[src/rtl/fifo_pkg.sv]
// fifo_pkg: constants and pointer-code helpers shared by the write-side and
// read-side controllers of the asynchronous FIFO.
//   FIFO_ADDR_WIDTH : default address width (depth = 2**FIFO_ADDR_WIDTH)
//   FIFO_PTR_W      : pointer width, one extra wrap bit over the address
//   FIFO_DEPTH      : number of storage entries
//   bin2gray/gray2bin operate on a wide container; callers zero-extend their
//   pointer into it and truncate the result, which is exact for both codes
//   because the extra high bits are zero.
package fifo_pkg;

  localparam int unsigned FIFO_ADDR_WIDTH = 3;
  localparam int unsigned FIFO_PTR_W      = FIFO_ADDR_WIDTH + 1;
  localparam int unsigned FIFO_DEPTH      = 2 ** FIFO_ADDR_WIDTH;
  localparam int unsigned FIFO_CONV_W     = 32;

  typedef logic [FIFO_CONV_W-1:0] fifo_conv_t;

  function automatic fifo_conv_t bin2gray(input fifo_conv_t i_bin);
    return i_bin ^ (i_bin >> 1);
  endfunction

  // Each binary bit is the XOR of all Gray bits at or above it.
  function automatic fifo_conv_t gray2bin(input fifo_conv_t i_gray);
    fifo_conv_t r_bin;
    r_bin = '0;
    for (int i = 0; i < FIFO_CONV_W; i++) begin
      r_bin[i] = ^(i_gray >> i);
    end
    return r_bin;
  endfunction

endpackage

[src/rtl/gray2bin_conv.sv]
// gray2bin_conv: combinational Gray-to-binary converter (XOR prefix from MSB).
// Shared by the write-full and read-empty controllers.
// Ports:
//   i_gray [WIDTH-1:0] : Gray-coded input
//   o_bin  [WIDTH-1:0] : binary equivalent
module gray2bin_conv #(
  parameter int unsigned WIDTH = 4
) (
  input  logic [WIDTH-1:0] i_gray,
  output logic [WIDTH-1:0] o_bin
);

  always_comb begin
    o_bin = '0;
    for (int i = 0; i < WIDTH; i++) begin
      o_bin[i] = ^(i_gray >> i);
    end
  end

endmodule

[src/rtl/fifo_wr_ctrl.sv]
// fifo_wr_ctrl: write-domain pointer and flag controller of the async FIFO.
// Keeps the binary write pointer, publishes its Gray form to the pointer
// synchronizer, and derives FULL, the memory write strobe, a pessimistic fill
// level and a sticky overflow flag from the read pointer synchronized into
// this domain.
// Optional feature: define FIFO_WR_AFULL_EN to add the registered AFULL output
// (occupancy >= AFULL_THRESH).
// Ports:
//   W_CLK    : write-domain clock
//   W_RST    : asynchronous active-high reset
//   W_INC    : write request from the producer
//   wq2_rptr : Gray read pointer, already synchronized to W_CLK
//   w_ptr    : registered Gray write pointer, to the synchronizer
//   w_addr   : binary write address of the current slot
//   w_clken  : memory write enable (W_INC & ~FULL), combinational
//   FULL     : registered full flag
//   w_level  : registered occupancy, 0..2**ADDR_WIDTH
//   AFULL    : registered almost-full flag (FIFO_WR_AFULL_EN only)
//   w_ovf    : sticky overflow, set by a write attempted while full
module fifo_wr_ctrl
  import fifo_pkg::*;
#(
  parameter int unsigned ADDR_WIDTH   = FIFO_ADDR_WIDTH,
  parameter int unsigned AFULL_THRESH = 6
) (
  input  logic                  W_CLK,
  input  logic                  W_RST,
  input  logic                  W_INC,
  input  logic [ADDR_WIDTH:0]   wq2_rptr,
  output logic [ADDR_WIDTH:0]   w_ptr,
  output logic [ADDR_WIDTH-1:0] w_addr,
  output logic                  w_clken,
  output logic                  FULL,
  output logic [ADDR_WIDTH:0]   w_level,
`ifdef FIFO_WR_AFULL_EN
  output logic                  AFULL,
`endif
  output logic                  w_ovf
);

  localparam int unsigned PTR_W = ADDR_WIDTH + 1;
  localparam int unsigned DEPTH = 2 ** ADDR_WIDTH;

  // Full when the write pointer is exactly one lap ahead: in Gray code that
  // is the read pointer with its two MSBs inverted.
  localparam logic [PTR_W-1:0] FULL_MASK = PTR_W'(3) << (PTR_W - 2);

  if (AFULL_THRESH < 1 || AFULL_THRESH >= DEPTH) begin : g_bad_afull_thresh
    $error("fifo_wr_ctrl: AFULL_THRESH must lie in 1..2**ADDR_WIDTH-1");
  end

  logic [PTR_W-1:0] r_wbin;
  logic [PTR_W-1:0] r_wgray;
  logic             r_full;
  logic [PTR_W-1:0] r_level;
  logic             r_ovf;

  logic             w_inc_ok;
  logic [PTR_W-1:0] w_wbin_next;
  logic [PTR_W-1:0] w_wgray_next;
  logic [PTR_W-1:0] w_rbin;
  logic             w_full_next;
  logic [PTR_W-1:0] w_level_next;

  gray2bin_conv #(
    .WIDTH (PTR_W)
  ) u_rptr_conv (
    .i_gray (wq2_rptr),
    .o_bin  (w_rbin)
  );

  always_comb begin
    w_inc_ok     = W_INC & ~r_full;
    w_wbin_next  = r_wbin + {{ADDR_WIDTH{1'b0}}, w_inc_ok};
    w_wgray_next = PTR_W'(bin2gray(fifo_conv_t'(w_wbin_next)));
    w_full_next  = (w_wgray_next == (wq2_rptr ^ FULL_MASK));
    // Modulo subtraction; reads the old rptr, so release is pessimistic.
    w_level_next = w_wbin_next - w_rbin;
  end

  always_ff @(posedge W_CLK or posedge W_RST) begin
    if (W_RST) begin
      r_wbin  <= '0;
      r_wgray <= '0;
      r_full  <= 1'b0;
      r_level <= '0;
      r_ovf   <= 1'b0;
    end else begin
      r_wbin  <= w_wbin_next;
      r_wgray <= w_wgray_next;
      r_full  <= w_full_next;
      r_level <= w_level_next;
      // A request seen while full is dropped; remember it until reset.
      if (W_INC && r_full) begin
        r_ovf <= 1'b1;
      end
    end
  end

`ifdef FIFO_WR_AFULL_EN
  localparam logic [PTR_W-1:0] AFULL_TH = PTR_W'(AFULL_THRESH);

  logic r_afull;

  always_ff @(posedge W_CLK or posedge W_RST) begin
    if (W_RST) begin
      r_afull <= 1'b0;
    end else begin
      r_afull <= (w_level_next >= AFULL_TH);
    end
  end

  assign AFULL = r_afull;
`endif

  assign w_ptr   = r_wgray;
  assign w_addr  = r_wbin[ADDR_WIDTH-1:0];
  assign w_clken = w_inc_ok;
  assign FULL    = r_full;
  assign w_level = r_level;
  assign w_ovf   = r_ovf;

endmodule

[config.mk]
export PLATFORM = sky130hd
export DESIGN_NAME = fifo_wr_ctrl
export DESIGN_NICKNAME = d
export VERILOG_FILES = /design/src/rtl/fifo_pkg.sv /design/src/rtl/gray2bin_conv.sv /design/src/rtl/fifo_wr_ctrl.sv
export SDC_FILE = /design/constraint.sdc
export NUM_CORES = 1
export LEC_CHECK = 0
export ABC_AREA = 0
export BUFFER_PORTS_ARGS = -buffer_cell sky130_fd_sc_hd__buf_2
export CORE_MARGIN = 2
export CORE_UTILIZATION = 24
export DETAILED_ROUTE_END_ITERATION = 6
export PLACE_DENSITY = 0.5
export SLEW_MARGIN = 10
export SYNTH_ARGS = -nofsm -noshare
export SYNTH_HDL_FRONTEND = slang
export SYNTH_SLANG_ARGS = --single-unit
[constraint.sdc]
create_clock -name W_CLK -period 2.2 [get_ports W_CLK]
set_input_delay 0.11 -clock W_CLK [delete_from_list [all_inputs] [get_ports W_CLK]]
set_output_delay 0.11 -clock W_CLK [all_outputs]
set_load 0.005 [all_outputs]
==> results.yml, run 1 <==
critical_path:
  max_stage_delay_ns: 0.39
  worst-setup-path-type: "reg2reg"
  cp.arrival_ns: 2.15
  r2r-end: "w_level[2]"
  end_kind: "flop"
  path_cells: "nor2b_1 -> ha_1 -> ha_1 -> xor2_1 -> ha_1 -> mux2i_1 -> xnor2_1"
  r2r_slack_ns: 0.25
  critPathBufInv: 0
  cp_slowest_cell: "dfrtp_1"
  crit_family: "adder cells"
  cp_max_fo: 10
  cp.required_ns: 2.40
  r2r.worst_path.cells: 7
  startpoint_type: "flop"
  r2r-start: "FULL"
  path_common_cell: "ha_1"
flow_run:
  cap_violations: 0
clock_tree:
  clock_tree.buffer_depth: 2
  clockRootBuffer: "clkbuf_4"
  cts_buffers: 3
  htree_levels: 1
  clk_latency_ns: 0.28
  cts.repair.resized: 0
  cts_tree: "yes"
  clkSinkCount: 13
  clkTransAtPathRegs_ns: 0.08
min_path:
  holdPathStages: 2
  hold_path.class: "in2reg"
  min_from: "W_INC"
  holdPathEnd: "w_ovf"
sta:
  worst_clock_skew_ns: 0.00687
  hold_slack_ns: 0.0585
  period_share_pct: 88.6
  final-max-slew-violation-count: 0
  tns_ns: 0
  relSlewSlack_pct: 67.1
  rsz0062_at_grt: "false"
  setup_viol: 0
  finalCriticalPeriod_ns: 1.95
  fmax_mhz: 513
  worst_slack_ns: 0.250
  final-hold-violation-count: 0
  worstMarginPinSlew_ns: 0.493
finish:
  area_delta_synth_final_pct: 26.5
  most-common-layout-cells: "20 x buf_2, 13 x dfrtp_1, 10 x xnor2_1"
  final_common_cell: "buf_2"
  nNetsFinal: 94
  diodes: 0
  final_util_pct: 31.3
  drive_gt1_share_pct: 34.1
die:
  fp.dieArea_um2: 3230
  io_pins: 21
  die_y_um: 56.8
  fp.dieW_um: 56.8
  start_util_pct: 24.7
  coreArea_um2: 2710
  num_rows: 19
yosys:
  yosysWarnings: 0
  syn_nets: 68
  synth_area_per_cell_um2: 11.7
  netlist_area_um2: 669
  ys_ff_latch: 13
  ys_seq_area_share_pct: 48.6
  synth_area_leaders: "dfrtp_1 49%, xnor2_1 13%, ha_1 7.5%"
  synth_cells: 57
  yosysTopAreaCellShare_pct: 48.6
  post_synth_num_cell_types: 22
  yosysTopAreaCell: "dfrtp_1"
grt:
  antenna_found_initial: 0
  grt_pass1_vias: 487
  grt_start_max_net_pins: 14
  track_usage_pct: 9.12
  gr-total-overflow: 0
  grt_pass1_wl_um: 2210
pwr:
  powerDensity_nw_per_um2: 1630
  p_leak_nw: 0.417
  ir_drop_v: 0.000649
route:
  route.detailed.drc: 0
  vias: 483
  drt_iter0_drc: 6
  postRouteWirelength_um: 1260
  antenna_left: 0
  post_drt_via_cell_ratio: 4.27
  dr.pass1.iters: 4
  wl_per_cell_um: 11.1
outcome:
  status: "finished clean"
place:
  finalWeightedCongestion: 0.781
  io_buffers: 20
  dp_slack_ns: 0.240
-- how the worst max path moves through the flow --
stage	startpoint	to	slack (ns)	cells after the start
2_1_floorplan	FULL	w_level[2]	0.27	8
3_3_place_gp	FULL	w_level[2]	0.33	7
3_5_place_dp	FULL	w_level[2]	0.24	7
4_1_cts	FULL	w_level[2]	0.23	7
5_1_grt	FULL	w_level[2]	0.11	7
6_report	FULL	w_level[2]	0.25	7
-- per-stage QoR --
step	power [W]	cells	area (um^2)
after floorplan	0.00102	57	669
after global placement	0.00124	108	811
after detailed placement	0.00124	108	811
after CTS	0.00141	113	847
after global routing	0.00153	113	847
final	0.00138	113	847
-- area by class of cell --
| cell class | count | area, um^2 |
|---|---|---|
| fillers | 296 | 1860 |
| multi-input cells | 37 | 317 |
| inverters | 6 | 22.5 |
| flip-flops and latches | 13 | 325 |
| well taps | 31 | 38.8 |
| clock buffers | 4 | 26.3 |
| repair buffers | 22 | 118 |
-- cell usage after synthesis (all sizes together) --
library cell,n
a21boi,1
a21o,1
a21oi,1
and2,1
and3,1
buf,1
dfrtp,13
ha,4
inv,6
maj3,1
mux2,1
mux2i,1
nand2,2
nand3,1
nor2,1
nor2b,2
nor3,1
o21ai,1
o221a,1
xnor2,11
xor2,5
-- registers in the layout, indices dropped and copies added (netlist names) --
register  cells
w_level       4
FULL          1
w_ptr         3
w_ovf         1
r_wbin        4
-- per-layer routing --
metal	vias up	wire length, um	track usage, %
li1	235	-	-
met1	227	583	11.7
met2	19	562	14.0
met3	2	97	3.69
met4	0	14	2.99
met5	-	0	0
-- timing repair --
item,4_1_cts,5_1_grt
setup buffers,0,0
setup endpoints to repair,0,0
hold buffers,1,0
endpoints found under the hold margin,13,0
-- report_power, final --
part	internal, W	total, W	switching (W)	leakage, nW
clock	0.0000703	0.000146	0.0000759	0.0150
combinational	0.000399	0.000796	0.000397	0.250
sequential	0.000374	0.000441	0.0000670	0.153
total	0.000843	0.00138	0.000540	0.417
-- logic make-up (layout without fill, tap and decap cells) --
logic type | after synthesis | after routing | synth area share (%)
AO/OA/AOI/OAI | 5 | 5 | 5.98
XOR/XNOR | 16 | 16 | 22.1
adder cells (fa/ha/maj) | 5 | 5 | 9.16
buffers and inverters | 7 | 32 | 4.11
flip-flops | 13 | 13 | 48.6
multiplexers | 2 | 2 | 3.18
AND/OR/NAND/NOR | 9 | 9 | 6.92
Note: power is estimated with default switching activity, not from simulation.
==> inputs of run 2 (changes only) <==
--- a/config.mk
+++ b/config.mk
@@ -9,9 +9,10 @@
 export BUFFER_PORTS_ARGS = -buffer_cell sky130_fd_sc_hd__buf_2
 export CORE_MARGIN = 2
-export CORE_UTILIZATION = 24
+export CORE_UTILIZATION = 48
 export DETAILED_ROUTE_END_ITERATION = 6
-export PLACE_DENSITY = 0.5
+export PLACE_DENSITY = 0.82
 export SLEW_MARGIN = 10
 export SYNTH_ARGS = -nofsm -noshare
 export SYNTH_HDL_FRONTEND = slang
 export SYNTH_SLANG_ARGS = --single-unit
+export TNS_END_PERCENT = 5
==> constraint.sdc (replaced) <==
create_clock -name W_CLK -period 2.2 [get_ports W_CLK]
set_input_delay 0.22 -clock W_CLK [delete_from_list [all_inputs] [get_ports W_CLK]]
set_output_delay 0.22 -clock W_CLK [all_outputs]
set_load 0.005 [all_outputs]
==> results.yml, run 2 (same netlist as run 1, synthesis figures left out) <==
outcome:
  status: "finished clean"
die:
  start_util_pct: 51.4
  die_y_um: 41.3
  fp.dieArea_um2: 1710
  coreArea_um2: 1300
  fp.dieW_um: 41.3
  io_pins: 21
  num_rows: 13
flow_run:
  cap_violations: 0
min_path:
  hold_path.class: "in2reg"
clock_tree:
  cts_hold_buf: 1
  cts_buffers: 3
  clockRootBuffer: "clkbuf_4"
  clkTransAtPathRegs_ns: 0.07
  clk_latency_ns: 0.27
  cts.repair.resized: 0
  cts_tree: "yes"
  clkSinkCount: 13
  clock_tree.buffer_depth: 2
  htree_levels: 1
  post_cts.repair.setup_buffers: 0
sta:
  rsz0062_at_grt: "false"
  finalCriticalPeriod_ns: 1.91
  period_share_pct: 86.8
  fmax_mhz: 524
  setup_viol: 0
  final-hold-violation-count: 0
  tns_ns: 0
  relSlewSlack_pct: 68.8
  worstMarginPinSlew_ns: 0.468
  worst_clock_skew_ns: 0.00167
  final-max-slew-violation-count: 0
route:
  dr.pass1.iters: 3
  vias: 447
  drt_iter0_drc: 2
  route.detailed.drc: 0
  wl_per_cell_um: 10.6
  postRouteWirelength_um: 1030
  antenna_left: 0
  post_drt_via_cell_ratio: 4.61
finish:
  nNetsFinal: 94
  diodes: 0
  drive_gt1_share_pct: 34.1
  final_util_pct: 63.6
  area_delta_synth_final_pct: 23.6
  final_common_cell: "buf_2"
  most-common-layout-cells: "20 x buf_2, 13 x dfrtp_1, 10 x xnor2_1"
critical_path:
  cp.arrival_ns: 2.07
  cp_max_fo: 5
  r2r_slack_ns: 0.29
  end_kind: "flop"
  cp.required_ns: 2.36
  worst-setup-path-type: "reg2reg"
  startpoint_type: "flop"
place:
  io_buffers: 20
  place_hpwl_um: 852
  finalWeightedCongestion: 0.723
grt:
  antenna_found_initial: 0
  grt_pass1_wl_um: 1660
  grt_pass1_vias: 391
  track_usage_pct: 15.7
  grt_start_max_net_pins: 14
  gr-total-overflow: 0
pwr:
  ir_drop_v: 0.000868
  powerDensity_nw_per_um2: 1670
  p_leak_nw: 0.417
## run 2: final cells by class
type / count / area (um^2)
multi-input combinational: 37 / 317
timing repair buffer: 22 / 118
inverter: 6 / 22.5
tap: 15 / 18.8
clock buffer: 4 / 26.3
fill: 109 / 474
sequential: 13 / 325
## run 2: layer usage
metal  track usage [%]  wire length [um]
met5                 0                 0
met4              12.1                15
met3              3.19                47
met2              23.4               470
met1              19.7               492
## run 2: report_power, final
group | leakage, nW | internal (W) | switching [W]
registers | 0.153 | 0.000374 | 0.0000667
logic | 0.250 | 0.000412 | 0.000389
clock network | 0.0150 | 0.0000703 | 0.0000721
total | 0.417 | 0.000857 | 0.000528
## run 2: through the flow
stage	hold slack, ns	power [W]	worst slack, ns	instances	cell area, um^2
2_1_floorplan	0.0970	0.00102	0.274	57	669
3_3_place_gp	0.244	0.00123	0.233	92	791
3_5_place_dp	0.252	0.00125	0.227	92	791
4_1_cts	0.154	0.00141	0.262	97	827
5_1_grt	0.183	0.00152	0.104	97	827
6_report	0.161	0.00138	0.291	97	827
## run 2: worst max-delay path, stage by stage (launching register included)
cell	delay, ns
dfrtp_1	0.40
nor2b_1	0.17
ha_1	0.24
ha_1	0.25
xnor2_2	0.19
xnor2_1	0.12
and3_1	0.17
o221a_1	0.24
## run 2: path summary, 6_finish.rpt
| path | start | endpoint | cells past startpoint |
|---|---|---|---|
| worst max-delay path | FULL | FULL | 7 |
| worst min-delay path | W_INC | w_ovf | 2 |
| worst max register to register | FULL | FULL | 7 |
| worst min register to register | w_ovf | w_ovf | 1 |
| max in group asynchronous | W_RST | w_ptr[1] | 3 |
| min in group asynchronous | W_RST | w_ovf | 3 |
==> inputs of run 3 (changes only) <==
- GPL_TIMING_DRIVEN: not set -> 0
- SKIP_CTS_REPAIR_TIMING: not set -> 1
==> results.yml, run 3 (same netlist as run 1, synthesis figures left out) <==
clock_tree:
  clkTransAtPathRegs_ns: 0.08
  clk_latency_ns: 0.27
  clock_tree.buffer_depth: 2
  cts_tree: "yes"
  htree_levels: 1
  clockRootBuffer: "clkbuf_4"
  cts_buffers: 3
  clkSinkCount: 13
finish:
  regArea_um2: 325
  area_delta_synth_final_pct: 23.9
  most-common-layout-cells: "21 x buf_2, 13 x dfrtp_1, 10 x xnor2_1"
  diodes: 0
  final_common_cell: "buf_2"
  multiInputGateArea_um2: 322
  drive_gt1_share_pct: 36.6
  fill_cells: 118
  nNetsFinal: 94
min_path:
  hold_path.class: "in2reg"
sta:
  final-hold-violation-count: 0
  fmax_mhz: 503
  setup_viol: 0
  relSlewSlack_pct: 67.9
  worst_clock_skew_ns: 0.00341
  tns_ns: 0
  finalCriticalPeriod_ns: 1.99
  period_share_pct: 90.4
  final-max-slew-violation-count: 0
  worstMarginPinSlew_ns: 0.480
  rsz0062_at_grt: "false"
die:
  num_rows: 13
  fp.dieArea_um2: 1710
  start_util_pct: 51.4
  io_pins: 21
  fp.dieW_um: 41.3
  die_y_um: 41.3
  coreArea_um2: 1300
route:
  route.detailed.drc: 0
  antenna_left: 0
  vias: 468
  postRouteWirelength_um: 1160
  drt_iter0_drc: 2
  dr.pass1.iters: 4
  post_drt_via_cell_ratio: 4.82
  wl_per_cell_um: 12.0
grt:
  grt_pass1_vias: 418
  gr-total-overflow: 0
  grt_start_max_net_pins: 14
  track_usage_pct: 17.4
  antenna_found_initial: 0
  grt_pass1_wl_um: 1790
critical_path:
  path_cells: "nor2b_2 -> ha_2 -> ha_1 -> buf_2 -> xor2_1 -> ha_1 -> mux2i_1 -> xnor2_1"
  max_stage_delay_ns: 0.41
  cp.required_ns: 2.36
  worst-setup-path-type: "reg2reg"
  end_kind: "flop"
  cp_max_fo: 9
  cp_slowest_cell: "dfrtp_1"
  startpoint_type: "flop"
  cp.arrival_ns: 2.15
  crit_family: "adder cells"
  path_common_cell: "ha_1"
  critPathBufInv: 1
pwr:
  p_leak_nw: 0.416
  total_power_w: 0.00138
  ir_drop_v: 0.000841
  powerDensity_nw_per_um2: 1670
flow_run:
  cap_violations: 0
place:
  io_buffers: 20
  place_hpwl_um: 905
  finalWeightedCongestion: 0.708
outcome:
  status: "finished clean"
[run 3: changes by cell type in the layout (fill, tap and decap cells not counted)]
cell	before	now
nor2b_1	2	1
nor2b_2	0	1
buf_2	20	21
ha_2	0	1
ha_1	4	3
buf_4	1	0
[run 3: final cells by class]
cell class                 instances  share of cell area (%)
buffer                             1                   0.603
inverter                           6                    2.71
timing repair buffer              21                    13.3
clock buffer                       4                    3.17
tap                               15                    2.26
multi-input combinational         37                    38.8
sequential                        13                    39.2
[run 3: worst register-to-register path: cells and delay by family, from the launching register on]
family / cells / cell delay [ns]
xor+xnor: 2 / 0.33
fa+ha+maj: 3 / 0.69
flops: 1 / 0.41
simple gates: 1 / 0.14
buf+inv: 1 / 0.19
mux: 1 / 0.13
[run 3: metrics by stage]
step           cell area (um^2)  std cells  setup WS, ns  util, %  hold slack [ns]
3_5_place_dp                788         92         0.143     60.6            0.257
3_3_place_gp                788         92         0.217     60.6            0.246
6_report                    830         97         0.210     63.7            0.166
2_1_floorplan               669         57         0.274        -           0.0970
4_1_cts                     815         96         0.122     62.6          -0.0299
5_1_grt                     830         97        0.0289     63.7            0.163
[run 3: metal layers]
layer | routed length, um | global-route usage (%) | vias to the layer above
li1 | - | - | 234
met1 | 476 | 20.0 | 214
met2 | 620 | 27.7 | 18
met3 | 45 | 3.19 | 2
met4 | 19 | 14.5 | 0
met5 | 0 | 0 | -
[run 3: power by group]
part / total, W / switching [W] / internal [W]
sequential: 0.000437 / 0.0000637 / 0.000374
combinational: 0.000805 / 0.000400 / 0.000405
clock: 0.000142 / 0.0000716 / 0.0000701
total: 0.00138 / 0.000536 / 0.000849
[run 3: worst paths after layout]
check / from / to / slack, ns / cells after the start
hold reg to reg: w_ovf / w_ovf / 0.45 / 1
hold / removal: W_INC / w_ovf / 0.17 / 2
setup reg to reg: FULL / w_level[2] / 0.21 / 8
setup / recovery: FULL / w_level[2] / 0.21 / 8
min in group asynchronous: W_RST / r_wbin[0] / 0.51 / 3
max in group asynchronous: W_RST / w_level[0] / 1.36 / 3
